[src/rtl/hazard_scoreboard.sv]
// hazard_scoreboard
//
// Register-pending scoreboard and pipeline-control FSM for an in-order
// IF / ID / EX / ... / WB pipeline. The block tracks which architectural
// registers have an in-flight write, detects RAW and WAW hazards for the
// instruction in ID, and produces the stall / bubble / flush / issue controls
// for the front end. Taken branches and jumps resolved in EX flush the front
// end for the redirect cycle and one further cycle.
//
// Ports
//   clk           in   1   rising-edge clock
//   reset         in   1   synchronous active-high reset
//   id_valid      in   1   ID stage holds a valid instruction
//   id_rs1_addr   in   5   source register 1 address (instr[19:15])
//   id_rs2_addr   in   5   source register 2 address (instr[24:20])
//   id_uses_rs1   in   1   instruction reads rs1
//   id_uses_rs2   in   1   instruction reads rs2
//   id_reg_write  in   1   instruction writes rd
//   id_rd_addr    in   5   destination register address
//   wb_reg_write  in   1   WB stage writes the register file this cycle
//   wb_rd_addr    in   5   WB destination register address
//   ex_redirect   in   1   taken branch / jump resolved in EX this cycle
//   stall_if_id   out  1   hold PC and IF/ID register
//   bubble_ex     out  1   load a NOP into ID/EX
//   flush_if_id   out  1   clear IF/ID register
//   issue         out  1   ID instruction advances to EX this cycle
//   busy_mask     out  32  registered pending-write bits (bit 0 always 0)
//   state         out  2   FSM state: RUN=0, STALL=1, FLUSH=2
//   stall_count   out  16  saturating count of hazard-stall cycles

module hazard_scoreboard (
    input  logic        clk,
    input  logic        reset,
    input  logic        id_valid,
    input  logic [4:0]  id_rs1_addr,
    input  logic [4:0]  id_rs2_addr,
    input  logic        id_uses_rs1,
    input  logic        id_uses_rs2,
    input  logic        id_reg_write,
    input  logic [4:0]  id_rd_addr,
    input  logic        wb_reg_write,
    input  logic [4:0]  wb_rd_addr,
    input  logic        ex_redirect,
    output logic        stall_if_id,
    output logic        bubble_ex,
    output logic        flush_if_id,
    output logic        issue,
    output logic [31:0] busy_mask,
    output logic [1:0]  state,
    output logic [15:0] stall_count
);

    typedef enum logic [1:0] {
        RUN   = 2'd0,
        STALL = 2'd1,
        FLUSH = 2'd2
    } state_t;

    state_t      state_q;
    state_t      state_d;
    logic [31:1] pending_q;
    logic [31:1] pending_d;
    logic [31:0] pending_full;
    logic [15:0] stall_count_q;
    logic        hazard;
    logic        kill;
    logic        wb_clear;
    logic        id_set;

    // x0 is never pending, so bit 0 is tied off rather than stored.
    assign pending_full = {pending_q, 1'b0};

    // A pending register stops being busy in the cycle WB writes it, because
    // the register file forwards a same-cycle write to the ID read ports.
    function automatic logic src_busy(input logic [31:0] pend,
                                      input logic        wb_we,
                                      input logic [4:0]  wb_rd,
                                      input logic [4:0]  a);
        return pend[a] && !(wb_we && (wb_rd == a) && (a != 5'd0));
    endfunction

    // Hazard detection: RAW on either source, plus WAW on rd so that two
    // writes to the same register can never be in flight at once.
    always_comb begin
        hazard = 1'b0;
        if (id_valid) begin
            hazard = (id_uses_rs1  && src_busy(pending_full, wb_reg_write, wb_rd_addr, id_rs1_addr)) ||
                     (id_uses_rs2  && src_busy(pending_full, wb_reg_write, wb_rd_addr, id_rs2_addr)) ||
                     (id_reg_write && src_busy(pending_full, wb_reg_write, wb_rd_addr, id_rd_addr));
        end
    end

    // A redirect (or the cycle after it) kills whatever sits in ID; kill
    // outranks the hazard so a killed instruction neither stalls nor issues.
    assign kill        = ex_redirect || (state_q == FLUSH);
    assign flush_if_id = kill;
    assign bubble_ex   = kill || hazard;
    assign stall_if_id = hazard && !kill;
    assign issue       = id_valid && !hazard && !kill;

    assign wb_clear = wb_reg_write && (wb_rd_addr != 5'd0);
    assign id_set   = issue && id_reg_write && (id_rd_addr != 5'd0);

    // Scoreboard update: clear first, then set, so that an issuing writer
    // of the register WB is retiring leaves it pending.
    always_comb begin
        pending_d = pending_q;
        if (wb_clear) begin
            pending_d[wb_rd_addr] = 1'b0;
        end
        if (id_set) begin
            pending_d[id_rd_addr] = 1'b1;
        end
    end

    // Next-state logic. A redirect always enters FLUSH; otherwise every
    // state goes to STALL while a hazard is present and to RUN when not.
    always_comb begin
        state_d = state_q;
        if (ex_redirect) begin
            state_d = FLUSH;
        end else begin
            case (state_q)
                RUN:     state_d = hazard ? STALL : RUN;
                STALL:   state_d = hazard ? STALL : RUN;
                FLUSH:   state_d = hazard ? STALL : RUN;
                default: state_d = RUN;
            endcase
        end
    end

    always_ff @(posedge clk) begin
        if (reset) begin
            state_q       <= RUN;
            pending_q     <= '0;
            stall_count_q <= '0;
        end else begin
            state_q   <= state_d;
            pending_q <= pending_d;
            if (stall_if_id && (stall_count_q != 16'hFFFF)) begin
                stall_count_q <= stall_count_q + 16'd1;
            end
        end
    end

    assign busy_mask   = pending_full;
    assign state       = state_q;
    assign stall_count = stall_count_q;

endmodule

[config.mk]
export PLATFORM = sky130hd
export DESIGN_NAME = hazard_scoreboard
export DESIGN_NICKNAME = d
export VERILOG_FILES = /design/src/rtl/hazard_scoreboard.sv
export SDC_FILE = /design/constraint.sdc
export NUM_CORES = 1
export LEC_CHECK = 0
export ABC_AREA = 1
export CAP_MARGIN = 20
export CORE_MARGIN = 2
export CORE_UTILIZATION = 52
export DETAILED_ROUTE_END_ITERATION = 6
export GPL_ROUTABILITY_DRIVEN = 0
export PLACE_DENSITY = 0.89
export SKIP_CTS_REPAIR_TIMING = 1
export SLEW_MARGIN = 10
export SYNTH_ARGS = -nofsm -noshare
export SYNTH_HDL_FRONTEND = slang
export SYNTH_SLANG_ARGS = --single-unit
[constraint.sdc]
create_clock -name clk -period 2.4 [get_ports clk]
set_input_delay 0.36 -clock clk [delete_from_list [all_inputs] [get_ports clk]]
set_output_delay 0.36 -clock clk [all_outputs]
set_load 0.02 [all_outputs]
==> results, run 1 <==
- The flow ran to the end, and the final reports show no timing, DRC or antenna violations.
- The detailed router's first-iteration violation count is 639.
- The remaining global-route overflow is 0.
- Counting every net in the synthesized netlist gives 618.
- The count of buffers added on input and output ports is 80.
- From bottom edge to top edge, the die measures between 80 and 90 µm.
- The tree built by TritonCTS fans out to 49 sinks.
- The via-per-instance ratio is 6.223.
- The peak ir drop on the vdd network is just over 0.5 mV.
- The number of setup violations in the final report is 0.
- The starting density of the core is 53.15%.
- After synthesis, the cell types taking the most area are sky130_fd_sc_hd__dfxtp_1 26%, sky130_fd_sc_hd__nand2_1 14%, sky130_fd_sc_hd__nand3_1 9.6%.
- Cells with a size suffix above 1 make up 21.47% of the layout.
- Yosys mapped a number of flops with a built-in enable equal to 0.
- The die is 89.64 µm wide.
- The kind of capture point of the worst setup path is an output pin.
- The class of the worst hold path is flip-flop to flip-flop.
- The die area is 0.008035 mm².
- The via count of the first global-routing pass is 4,520.
- Measured against its own limit, the worst slew margin works out to 54.18%.
- STA classifies the critical path startpoint as an input pin.
- The flip-flop cell with the highest count after synthesis is sky130_fd_sc_hd__dfxtp_1.
- In this run the cell area of the synthesized design comes to 0.003814 mm².
- The number of antenna violations at the first check in global routing is 0.
- Of all flip-flops after synthesis, the portion carrying an async set or reset was 0%.
- Max-cap violations in this run came to 0.
- The number of cells on the worst hold path is 1.
- Entering global routing, the biggest net connects 34 pins.
- The final critical path takes up 97.05% of the cycle.
- Compared with the post-synthesis result, the final layout area differs by 40.81%.
- The area share of the leading cell type in the synthesized netlist is 25.72%.
- Measured in cells, the most critical reg-to-reg path has a length of 11.
- The tree is rooted in a sky130_fd_sc_hd__clkbuf_8.
- The residual DRC count is 0.
- The unique cell type count in the Yosys netlist is 42.
- Across all hold checks on the routed design, the worst slack comes to around 0.47 ns.
- The data arrival time at the worst-slack endpoint is 1.97 ns.
- Traced cell by cell, the critical path runs through clkdlybuf4s50_1, inv_1, buf_4, nand3_1, nand3_1, nand2_1, nand2_1, nand3_2, nand3_4, nand2_2, nand2_2, buf_6.
- During I/O placement, the number of pins put on the boundary was 82.
- The worst-path maximum fanout is 4.
- Leaving out fill and tap cells, the most frequent cells in the layout are 144 x sky130_fd_sc_hd__nand2_1, 72 x sky130_fd_sc_hd__nand3_1, 62 x sky130_fd_sc_hd__buf_4.
- The max-slew violation count was 0.
- The total wire length after detailed routing is 14,490 µm.
- Data on the critical path is required at its endpoint by 2.04 ns.
- The antenna diode instance count is 0.
- The count of final hold-check violations is 0.
- The placed wire-length estimate is 10,260 µm.
- The final critical path time including I/O delays and setup is around 2.3 ns.
- The first TritonRoute pass finished after 7 iterations.
- The largest individual stage delay along the critical path comes from the cell sky130_fd_sc_hd__clkdlybuf4s50_1.
- The sequential-to-total area share from yosys stat is between 20% and 30%.
- The worst setup path is of the input pin to output pin kind.
- The detail-routed net length per standard cell is 17.65 µm.
- Once detail routing completed, the nets flagged for antenna violations numbered 0.
- The final layout contains 750 nets.
- The yosys synthesis warning count is 0.
- The clock arrives with 0.008853 ns of skew.
- The clock passes through at most 2 buffers.
- Static timing analysis puts the maximum clock frequency at 0.4293 GHz.
- The cell taking the most area after synthesis is sky130_fd_sc_hd__dfxtp_1.
- Excluding fillers, the count of instances in the completed layout stands at 821.
- In this design, the stage delay of the slowest critical-path cell is 0.49 ns.
- The clock latency at the later pin of the worst-skew pair is 0.31 ns.
- The static leakage is about 0.0022 µW.
- For this run, the total global-route usage over all layers was measured as about a third.
- Power spread over the standard cell area amounts to 350.2 mW/mm².
- The gate count of the mapped netlist is 589.
- The register bit total from synthesis is 49.
- The detailed router placed between 5,000 and 6,000 vias in this run.
- TritonCTS built the clock tree.
- The core region area is slightly above 0.007 mm².
- The cell count after placement is 804.
- The commonest non-fill, non-tap cell in the layout is sky130_fd_sc_hd__nand2_1.
- The actual slew at the worst max-slew pin is between 0.6 and 0.7 ns.
- The first global-routing pass estimated 21,550 µm of wire.
- The initialized floorplan defines 31 standard-cell rows.
- The clock tree synthesis step divided the H-tree into 2 levels.
- The average cell area after synthesis is 6.475 µm².
- Buffers inserted during clock tree synthesis total 5.
- The clock-pin slew reported for the worst setup and hold paths after clock tree synthesis is about 0.09 ns.
routing by layer:
layer | routed length (µm) | global-route usage, % | share of wire, %
met5 | 0 | 0 | 0
met4 | 1088 | 19.95 | 7.5
met3 | 1849 | 7.130 | 13
met2 | 6533 | 55.21 | 45
met1 | 5022 | 44.06 | 35
final timing paths:
path / slack, ns / from / end
setup reg to reg: 0.28 / pending_q[2]$_SDFF_PP0_ / pending_q[27]$_SDFF_PP0_
setup / recovery: 0.07 / id_rs2_addr[2] / bubble_ex
hold / removal: 0.47 / state[0]$_SDFF_PP0_ / state[0]$_SDFF_PP0_
hold reg to reg: 0.47 / state[0]$_SDFF_PP0_ / state[0]$_SDFF_PP0_
flip-flops by register name, indices dropped and copies added (netlist names):
| signal | count |
|---|---|
| pending_q | 31 |
| stall_count | 16 |
| state | 2 |
per-stage QoR:
stage | cell area [µm²] | total power (µW) | worst slack (ns) | TNS (ns) | utilization, %
2_1_floorplan | 3814 | 1112 | 0.4744 | 0 | -
3_3_place_gp | 5055 | 1302 | -0.5264 | -8.564 | 70.44
3_5_place_dp | 5055 | 1315 | -0.6393 | -15.15 | 70.44
4_1_cts | 5151 | 1818 | -0.6332 | -2.081 | 71.79
5_1_grt | 5370 | 1943 | -0.02354 | -0.02839 | 74.84
6_report | 5370 | 1881 | 0.07084 | 0 | 74.84
power by group:
group          switching (µW)  leakage [µW]  internal (µW)  total [µW]
Clock                     288     0.0000512            234         522
Sequential               4.91      0.000395            816         821
Combinational             313       0.00178            224         537
Total                     606       0.00222           1270        1880
critical path, delay by kind of cell:
kind,cells,cell delay (ns)
buf+inv,4,0.84
simple gates,8,0.77
cell families after synthesis:
logic type,Yosys count,share of synthesized area (%)
AOI/OAI and AO/OA,100,14.60
xor gates and xnor gates,17,3.904
and+or+nand+nor,349,45.21
buffers and inverters,72,10.14
other,1,0.09833
adders and majority gates,1,0.3280
DFF,49,25.72
area by class of cell:
type / instances / area (µm²)
sequential: 49 / 980.9
multi-input combinational: 468 / 2501
inverter: 46 / 192.7
clock inverter: 2 / 13.76
timing repair buffer: 151 / 1475
fill: 479 / 1805
tap: 99 / 123.9
clock buffer: 6 / 82.58
Yosys cell counts (2+ instances only):
master	instances
sky130_fd_sc_hd__nand2_1	146
sky130_fd_sc_hd__nand3_1	73
sky130_fd_sc_hd__dfxtp_1	49
sky130_fd_sc_hd__nor2_1	48
sky130_fd_sc_hd__a21oi_1	40
sky130_fd_sc_hd__nand4_1	35
sky130_fd_sc_hd__inv_1	34
sky130_fd_sc_hd__o21ai_0	33
sky130_fd_sc_hd__xor2_1	12
sky130_fd_sc_hd__buf_6	11
sky130_fd_sc_hd__o21ai_1	11
sky130_fd_sc_hd__a21oi_2	10
sky130_fd_sc_hd__inv_2	10
sky130_fd_sc_hd__nand2_2	10
sky130_fd_sc_hd__nor2_2	8
sky130_fd_sc_hd__nor3_2	7
sky130_fd_sc_hd__buf_2	5
sky130_fd_sc_hd__clkbuf_1	5
sky130_fd_sc_hd__nand3_2	5
sky130_fd_sc_hd__nor3_1	5
sky130_fd_sc_hd__xnor2_1	5
sky130_fd_sc_hd__nor2_4	4
sky130_fd_sc_hd__buf_1	3
sky130_fd_sc_hd__o22ai_1	2
No activity file was read; power rests on OpenSTA's default activity.
==> inputs of run 2 (changes only) <==
--- a/config.mk
+++ b/config.mk
@@ -8,10 +8,12 @@
 export ABC_AREA = 1
 export CAP_MARGIN = 20
 export CORE_MARGIN = 2
-export CORE_UTILIZATION = 52
+export CORE_UTILIZATION = 53
+export CTS_BUF_LIST = sky130_fd_sc_hd__clkbuf_8
 export DETAILED_ROUTE_END_ITERATION = 6
 export GPL_ROUTABILITY_DRIVEN = 0
-export PLACE_DENSITY = 0.89
+export GPL_TIMING_DRIVEN = 1
+export PLACE_DENSITY = 0.91
 export SKIP_CTS_REPAIR_TIMING = 1
 export SLEW_MARGIN = 10
 export SYNTH_ARGS = -nofsm -noshare
==> run 2 against run 1 <==
Against the previous run:
- largest power group unchanged
- the flow now finishes with violations (DRC, setup timing)
- first-iteration DRC count is 42% higher
- clock power is 7.5% lower
- utilization is 1.7 points higher
- final area is 2.1% lower
==> results, run 2 (synthesis gave the netlist of run 1 again) <==
- The count of cells along the worst register-to-register path is 15 (+4).
- The peak per-stage delay on the critical path was 0.53 ns (+0.04 ns).
- The via count of the first global-routing pass is 4,569 (+1.1%).
- On the critical path the largest part of the delay comes from simple AND/OR/NAND/NOR gates.
- The net count of the finished layout is 741 (-1.2%).
- The number of setup violations in the final report is 1 (+1).
- The worst hold margin is 0.4753 ns (+0.007131 ns).
- The multi-input gate area in the final layout is 0.002511 mm² (+0.40%).
- The register cell area after layout was 980.9 µm² (unchanged).
- The clock latency at the later pin of the worst-skew pair is 0.30 ns (about the same).
- The number of buffers added on ports is 80 (unchanged).
- The count of antenna-violating nets left after detailed routing is 0 (unchanged).
- The period utilization is 100.8% (+3.7 points).
- The commonest non-fill, non-tap cell in the layout is sky130_fd_sc_hd__nand2_1.
- The critical path in this run is classified as flip-flop to output pin.
- The standard-cell row count is 30 (-3.2%).
- The core region area was 0.006869 mm² (-4.3%).
- The clock-pin slew reported for the worst setup and hold paths after clock tree synthesis is 0.09 ns (about the same).
- The number of levels in the clock H-tree is 2 (unchanged).
- In this run the clock root is driven by a sky130_fd_sc_hd__clkbuf_8.
- The most frequent cell on the critical path is sky130_fd_sc_hd__nand2_1.
- The total wire length after detailed routing is 15,200 µm (+4.9%).
- The launching point of the worst reg2reg path is pending_q[28]$_SDFF_PP0_.
- The top achievable clock speed was 0.4134 GHz (-3.7%).
- The max-slew violation count is 0 (unchanged).
- The number of antenna violations at the first check in global routing is 0 (unchanged).
- The residual DRC count is 38 (+38).
- The total iterations of the first detailed-routing run was 7 (unchanged).
- The starting density of the core is 55.52% (+2.4 points).
- STA classifies the critical path endpoint as an output pin.
- The count of final hold-check violations is 0 (unchanged).
- The smallest setup slack after layout is -0.01873 ns (-0.08958 ns).
- The peak ir drop on the vdd network is 0.2720 mV (-48%).
- The remaining global-route overflow was 0 (unchanged).
- pending_q holds more flip-flops than any other register.
- In this run the worst setup path begins at pending_q[28]$_SDFF_PP0_.
- The die extent in x is 88.83 µm (-0.91%).
- The data arrival time at the worst-slack endpoint was 2.06 ns (+0.09 ns).
- The power consumption is 1833 µW (-2.6%).
- The detail-routed net length per standard cell is 18.81 µm (+6.6%).
- The number of cells on the critical path is 11 (-1).
- The number of buffers on the longest clock path is 2 (unchanged).
- The number of fill cells in the layout was 466 (-2.7%).
- The fraction of layout cells with a size suffix above 1 is 20.37% (-1.1 points).
- The actual slew at the worst max-slew pin is 0.6079 ns (-0.07938 ns).
- The startpoint type of the worst setup path is a flip-flop.
- The detailed router's first-iteration violation count is 910 (+42%).
- The number of vias after detailed routing is 5,088 (-0.41%).
- The top-level port count came to 82 (unchanged).
- In this run the worst hold path is classified as flip-flop to flip-flop.
- The max-cap violation count is 0 (unchanged).
- The checks that failed: DRC, setup timing.
- The last element of the critical path is stall_if_id.
- The overall die height is 88.83 µm (-0.91%).
- The setup clock skew after layout came to 0.005332 ns (-0.003521 ns).
- The maximum number of pins on one net before global-route repair is 32 (-5.9%).
- The number of buffers created by CTS came to 5 (unchanged).
- The placed wire-length estimate came to 10,140 µm (-1.2%).
- The worst-path maximum fanout is 5 (+1).
- The worst path required time came to 2.04 ns (about the same).
- The static leakage is 0.002163 µW (-2.7%).
- The flow ran to the end, but the final reports show violations.
- In the layout the commonest cells are 144 x sky130_fd_sc_hd__nand2_1, 72 x sky130_fd_sc_hd__nand3_1, 61 x sky130_fd_sc_hd__clkdlybuf4s50_1.
- The internal reg-to-reg setup slack came to 0.05 ns (-0.23 ns).
- Relative to the synthesized area, the layout overhead comes to 37.89%.
- The endpoint identified for the worst register-to-register timing path is stall_count[2]$_SDFFE_PP0P_.
- The power per unit of standard cell area was 348.5 mW/mm² (-0.49%).
- The relative max-transition margin came to 59.47% (+5.3 points).
- The total clock sinks is 49 (unchanged).
- The wire length of the first global-routing pass was 21,650 µm (+0.48%).
- TritonCTS built the clock tree.
- The overall track demand over capacity in global routing is 35.25% (+0.37 points).
- The final critical path time including I/O delays and setup is 2.419 ns (+0.08958 ns).
- The setup slack at placement is -0.6287 ns (+0.01066 ns).
- The antenna diode instance count is 0 (unchanged).
- The via-per-instance ratio was 6.297 (+1.2%).
- The slowest library cell on the worst path is sky130_fd_sc_hd__dfxtp_1.
- Walking the worst path, the cells encountered are nor2_2, o21ai_1, nand2_1, nand2_1, nand2_1, nor2_2, nand3_2, nand3_4, nand3_4, inv_1, buf_4.
- The die area was 0.007890 mm² (-1.8%).
- The flip-flop count of the largest register, all copies and words added is 31 (unchanged).
- The buffers plus inverters on the worst setup path is 2 (-2).
[run 2: how the worst min path moves through the flow]
stage	start	to	slack (ns)	depth (start not counted)
3_3_place_gp	state[1]$_SDFF_PP0_	state[0]$_SDFF_PP0_	0.45	1
4_1_cts	state[1]$_SDFF_PP0_	state[0]$_SDFF_PP0_	0.47	1
3_5_place_dp	state[1]$_SDFF_PP0_	state[0]$_SDFF_PP0_	0.47	1
2_1_floorplan	ex_redirect	state[1]$_SDFF_PP0_	0.49	2
5_1_grt	state[1]$_SDFF_PP0_	state[0]$_SDFF_PP0_	0.51	1
6_report	state[1]$_SDFF_PP0_	state[0]$_SDFF_PP0_	0.48	1
[run 2: metal layers]
layer,vias to the layer above,global-route usage (%),part of all wire (%)
met5,-,0,0
met2,466,54.41,44
met4,0,19.15,6.4
li1,2222,-,-
met3,145,8.396,13
met1,2255,45.29,36
[run 2: report_power, final]
group | total, µW | switching [µW] | internal, µW
clock network | 483 | 285 | 199
registers | 821 | 4.79 | 816
logic | 528 | 321 | 208
total | 1830 | 610 | 1220
[run 2: final cells by class]
| type | instances | share of cell area, % |
|---|---|---|
| clock buffers | 5 | 1.309 |
| well taps | 96 | 2.284 |
| inverters | 46 | 3.616 |
| flip-flops and latches | 49 | 18.65 |
| clock inverters | 2 | 0.2379 |
| multi-input cells | 468 | 47.75 |
| repair buffers | 142 | 26.15 |
[run 2: per-stage QoR]
step	setup TNS (ns)	utilization (%)	instances	cell area [µm²]
final	-0.01873	76.56	808	5259
after global routing	-0.1895	76.56	808	5259
after CTS	-1.922	74.28	804	5102
after detailed placement	-13.65	73.10	797	5021
after global placement	-8.089	73.10	797	5021
after floorplan	0	-	589	3814
==> inputs of run 3 (changes only) <==
--- a/config.mk
+++ b/config.mk
@@ -10,6 +10,7 @@
 export CORE_MARGIN = 2
 export CORE_UTILIZATION = 53
 export CTS_BUF_LIST = sky130_fd_sc_hd__clkbuf_8
+export CTS_CLUSTER_SIZE = 12
 export DETAILED_ROUTE_END_ITERATION = 6
 export GPL_ROUTABILITY_DRIVEN = 0
 export GPL_TIMING_DRIVEN = 1
==> results of run 3 <==
No change in the layout: final DEF, timing and power equal those of run 2.
